**src/rtl/sync_fifo_packer.sv**
```systemverilog
// sync_fifo_packer: packs IN_DEPTH scalar elements per FIFO row; define SYNC_FIFO_PACKER_THROTTLE_EN to hold off new rows while almost_full
module sync_fifo_packer #(
  parameter int WIDTH = 32,
  parameter int IN_DEPTH = 6,
  parameter int CNT_W = 16,
  localparam int IW = $clog2(IN_DEPTH),
  localparam int LW = $clog2(IN_DEPTH + 1)
) (
  input  logic                            clock,
  input  logic                            reset,
  input  logic                            in_valid,
  input  logic [WIDTH-1:0]                in_data,
  input  logic                            in_last,
  output logic                            in_ready,
  output logic                            wr_en,
  output logic [IN_DEPTH-1:0][WIDTH-1:0]  wr_data,
  input  logic                            wr_valid,
  input  logic                            full,
  input  logic                            almost_full,
  output logic [LW-1:0]                   lanes_used,
  output logic [CNT_W-1:0]                rows_pushed
);
  typedef enum logic {FILL, PUSH} state_t;
  state_t state, state_n;
  logic [IN_DEPTH-1:0][WIDTH-1:0] row;
  logic [IW-1:0] idx;
  logic [LW-1:0] cnt;
  logic accept, flush, unused_in;
  assign unused_in = full ^ almost_full;
  always_ff @(posedge clock or posedge reset)
    if (reset) state <= FILL;
    else state <= state_n;
  always_comb begin
    wr_en = state == PUSH;
    lanes_used = wr_en ? cnt : '0;
`ifdef SYNC_FIFO_PACKER_THROTTLE_EN
    in_ready = state == FILL && (idx != '0 || !almost_full);
`else
    in_ready = state == FILL;
`endif
    accept = in_valid && in_ready;
    flush = accept && (idx == IW'(IN_DEPTH - 1) || in_last);
    state_n = flush ? PUSH : (wr_en && wr_valid) ? FILL : state;
    for (int i = 0; i < IN_DEPTH; i++) wr_data[i] = (wr_en && LW'(i) < cnt) ? row[i] : '0;
  end
  always_ff @(posedge clock or posedge reset)
    if (reset) begin
      row <= '0;
      idx <= '0;
      cnt <= '0;
      rows_pushed <= '0;
    end else begin
      if (accept) begin
        row[idx] <= in_data;
        idx <= flush ? '0 : idx + 1'b1;
      end
      if (flush) cnt <= LW'(idx) + LW'(1);
      // buffer is cleared on acceptance so a short next row carries no stale lanes
      if (wr_en && wr_valid) begin
        row <= '0;
        rows_pushed <= rows_pushed + 1'b1;
      end
    end
endmodule

```
**config.mk**
```make
export PLATFORM = sky130hd
export DESIGN_NAME = sync_fifo_packer
export DESIGN_NICKNAME = d
export VERILOG_FILES = /design/src/rtl/sync_fifo_packer.sv
export SDC_FILE = /design/constraint.sdc
export NUM_CORES = 1
export LEC_CHECK = 0
export BUFFER_PORTS_ARGS = -buffer_cell sky130_fd_sc_hd__buf_2
export CELL_PAD_IN_SITES_DETAIL_PLACEMENT = 0
export CELL_PAD_IN_SITES_GLOBAL_PLACEMENT = 1
export CORE_MARGIN = 2
export CORE_UTILIZATION = 43
export DETAILED_ROUTE_END_ITERATION = 8
export PLACE_DENSITY_LB_ADDON = 0.08
export SYNTH_ARGS = -nofsm -noshare
export SYNTH_HDL_FRONTEND = slang
export SYNTH_SLANG_ARGS = --single-unit
```
**constraint.sdc**
```tcl
create_clock -name clock -period 13.6 [get_ports clock]
set_input_delay 4.08 -clock clock [delete_from_list [all_inputs] [get_ports clock]]
set_output_delay 4.08 -clock clock [all_outputs]
set_load 0.05 [all_outputs]
```
### Yosys cells after proc, flatten, opt, wreduce, memory -nomap -nowiden

Index checks and enable logic that the tools add are counted.

* bitwise gates (word level): 1
* $add $sub $neg: 2
* eq/ne operators: 1
* mux-type cells: 15
* order comparisons: 8
* reduce and logical (&&, ||, !) cells: 13

Operators with widths (number)
* 192-bit 2-to-1 mux: 2
* 32-bit 2-to-1 mux: 7
* 192-bit bitwise mux: 1
* 32-bit demux with 3-bit select: 1
* 16-bit by 1-bit adder with 16-bit output (second input constant): 1
* 1-bit logical AND: 10
* 1-bit by 3-bit < comparator with 1-bit output (first input constant): 2
* 2-bit by 3-bit < comparator with 1-bit output (first input constant): 2
* 3-bit < comparator (first input constant): 2
* 3-bit 2-to-1 mux: 2
* 3-bit by 4-bit < comparator with 1-bit output (second input constant): 1
* 2-bit nonzero test: 2
* 3-bit by 1-bit adder with 3-bit output (second input constant): 1
* 3-bit equality test (second input constant): 1
* 3-bit by 1-bit greater-or-equal comparator with 1-bit output (second input constant): 1
* 1-bit 2-to-1 mux: 2
* 1-bit logical OR: 1
* 1-bit NOT: 1

* flip-flop bits (word level): 215
* bits of input ports: 39

### Longest topological paths before layout

* depth in word-level cells: 7
* mapped depth: 7
* depth with buffers taken out: 6

### Worst setup path after synthesis

Ideal clock, no wire load.

* path type: register -> output
* start point: reg state, in the netlist wr_en
* end point: out wr_data[182] in the netlist's numbering
* path slack: 7.393 ns
* stages on the path, launching flop included: 5
* data required time: 9.520 ns
* arrival: 2.127 ns
* cell sequence: dfrtp_1 -> and2_0 -> buf_2 -> clkbuf_1 -> and3_1

RTL lines
* from (decl): RTL line 24 `state_t state, state_n;`
* from (signal assigned): RTL line 32 `else state <= state_n;`
* to (decl): RTL line 16 `output logic [IN_DEPTH-1:0][WIDTH-1:0] wr_data,`

==> flow_summary.yaml <==
synth:
  ys.flop_type: "dfrtp_1"
  synth_edf_count: 0
  synth_seq_area_share: 0.5285
  synth.most_common_cell: "nand2_1"
  avgSynthCellArea_sq_um: 8.708
  yosysTopAreaCell: "dfrtp_1"
  synth.area.top_cells: "dfrtp_1 53%, nand2_1 15%, a21oi_1 8.2%, and2_1 8.2%, and3_1 4.2%"
  yosys_warnings: 0
  synth_cell_types: 34
  syn_nets: 1211
  netlist_instances: 1169
  async_flop_share: 1.000
  synth_area_sq_um: 10180
  synthTopCellsByCount: "394 x nand2_1, 215 x dfrtp_1, 167 x a21oi_1, 133 x and2_1, 68 x and3_1"
  synth_top_area_share: 0.5285
  ys_ff_latch: 215
clock_network:
  cts.sinks: 215
  post_cts_buffers: 0
  cts_resized: 0
  cts_made_buffers: 24
  htreeDepth: 1
  cts_max_path_buffers: 3
  clk_pin_slew_ns: 0.06
  cts_hold_buf: 0
  root_buffer: "clkbuf_16"
  cts_tree: "built"
  clock_latency_ns: 0.51
layout:
  stdcell_count: 1704
  final_core_util: 0.5243
  drive_above_1_share: 0.2440
  finalNetCount: 1411
  area_growth_pct: 20.18
  fillCellCount: 2336
  n_antenna_cell: 0
sta:
  setup_tns_ns: 0
  worst_slew_pin_slew_ns: 1.223
  hold_viol: 0
  final-setup-viol-count: 0
  min_period_ns: 7.770
  max_freq_ghz: 0.1287
  fin_ws_ns: 5.830
  slew_viol_final: 0
  maxSlewHeadroom: 0.1844
  rsz0062_at_grt: "false"
  fin_skew_ns: 0.004939
  finalCritPeriodShare: 0.5713
worst_setup_path:
  worst_ep_arrival_time_ns: 3.69
  r2r_slack_ns: 10.93
  critical_path_class: "flip-flop to output port"
  start_kind: "flip-flop"
  cp_max_fo: 37
  cp.required_ns: 9.52
  cp-end-kind: "output port"
placement:
  dp_slack_ns: 6.391
  place.detailed.instances: 1662
  dpl.hpwl_mm: 19.79
  gp_congestion: 0.7886
  port_buffers: 249
power:
  leakagePower_uw: 0.006353
  switching_share: 0.3380
  peakVddDrop_mv: 0.08757
  seq_power_share: 0.448
  combPwrFrac: 0.221
  p_per_area_nw_per_um2: 154.0
  p_total_uw: 1884
  power.switching_uw: 637.0
  p_clk_frac: 0.331
  p_int_uw: 1247
detailed_routing:
  routed_via_density: 5.093
  drt-total-wl_mm: 31.30
  via_count: 8679
  drt-initial-drc-count: 515
  wl_per_cell_um: 18.37
  ant_nets: 0
  route.detailed.drc: 0
  dr.pass1.iters: 5
die:
  rows: 56
  fp.dieH_um: 157.9
  start_util: 0.4363
  pin_count: 252
  die-area_sq_um: 24920
  design.core.area_sq_um: 23330
  die_x_um: 157.9
grt:
  grt_remaining_overflow: 0
  grt_pass1_vias: 8340
  grt_pass1_wl_mm: 48.45
  grt_max_degree: 108
  antenna_found_initial: 0
  grt.total_usage: 0.2504
hold_path:
  worstHoldPathType: "flip-flop to flip-flop"
run_status:
  status: "finished, final reports clean"
run:
  drv_cap: 0
final timing paths:
check	startpoint	cells past startpoint	to
setup / recovery	cnt[2]	5	wr_data[131]
max in group asynchronous	reset	3	row[138]
hold / removal	rows_pushed[15]	1	rows_pushed[15]
setup reg to reg	wr_en	4	row[128]
hold reg to reg	rows_pushed[15]	1	rows_pushed[15]
min in group asynchronous	reset	2	row[88]
worst max-delay path, stage by stage (launching register included):
cell and delay, ns:
dfrtp_1 1.06, and2_1 1.06, o21a_1 0.23, buf_4 0.33, and2_1 0.19, buf_2 0.26
power groups by stage:
stage / clock, uW / combinational, uW / sequential [uW]
2_1_floorplan: 0 / 310 / 842
4_1_cts: 636 / 421 / 844
5_1_grt: 664 / 461 / 862
6_report: 624 / 416 / 844
3_5_place_dp: 0 / 420 / 855
3_3_place_gp: 0 / 413 / 850
placed cells by master (no fill, tap or decap), types with 4 or more instances in the layout:
master     Yosys  layout
nand2_1      394     394
buf_2         28     249
dfrtp_1      215     215
a21oi_1      167     167
and2_1       133     133
and3_1        68      68
a21oi_2       26      26
clkbuf_16      0      25
buf_4         12      20
xnor2_1       11      11
nand3_1       11      10
clkbuf_1      38       9
clkbuf_8       0       6
nand4_1        5       5
o21ai_0        5       5
xor2_1         5       5
nor2_2         1       4
nor2_1         7       4
nor3_1         4       4
cells by family (layout without fill, tap and decap cells):
group / after synthesis / in the layout / share of synthesized area
simple gates: 632 / 632 / 0.2901
flops: 215 / 215 / 0.5285
compound gates: 203 / 203 / 0.1107
buf+inv: 99 / 315 / 0.05211
xor+xnor: 16 / 16 / 0.01377
fa+ha+maj: 3 / 3 / 0.003688
mux: 1 / 1 / 0.001106
per-layer routing:
metal	global-route usage	routed length, um	vias up
met5	0	0	-
met4	0.07143	826	0
met1	0.3615	14070	4177
met3	0.04024	1904	50
li1	-	-	4165
met2	0.3903	14500	287
registers in the layout (all words and copies together), names as in the netlist:
signal / cells
row: 192
wr_en: 1
idx: 3
cnt: 3
rows_pushed: 16
through the flow:
step                hold WS (ns)  instance area [sq um]
floorplan                 0.4957                  10180
global placement          0.4577                  11480
detailed placement        0.4663                  11480
CTS                       0.4754                  12230
global route              0.5024                  12230
finish                    0.4695                  12230
layout make-up:
cell class                 instances  area (sq um)  share of cell area
clock buffer                      40         742.0             0.06065
inverter                           4         22.52            0.001841
clock inverter                     2         10.01           0.0008182
timing repair buffer             269          1396              0.1141
tap                              319         399.1             0.03262
multi-input combinational        855          4284              0.3502
sequential                       215          5380              0.4398
Power figures use the tool's default switching activity.
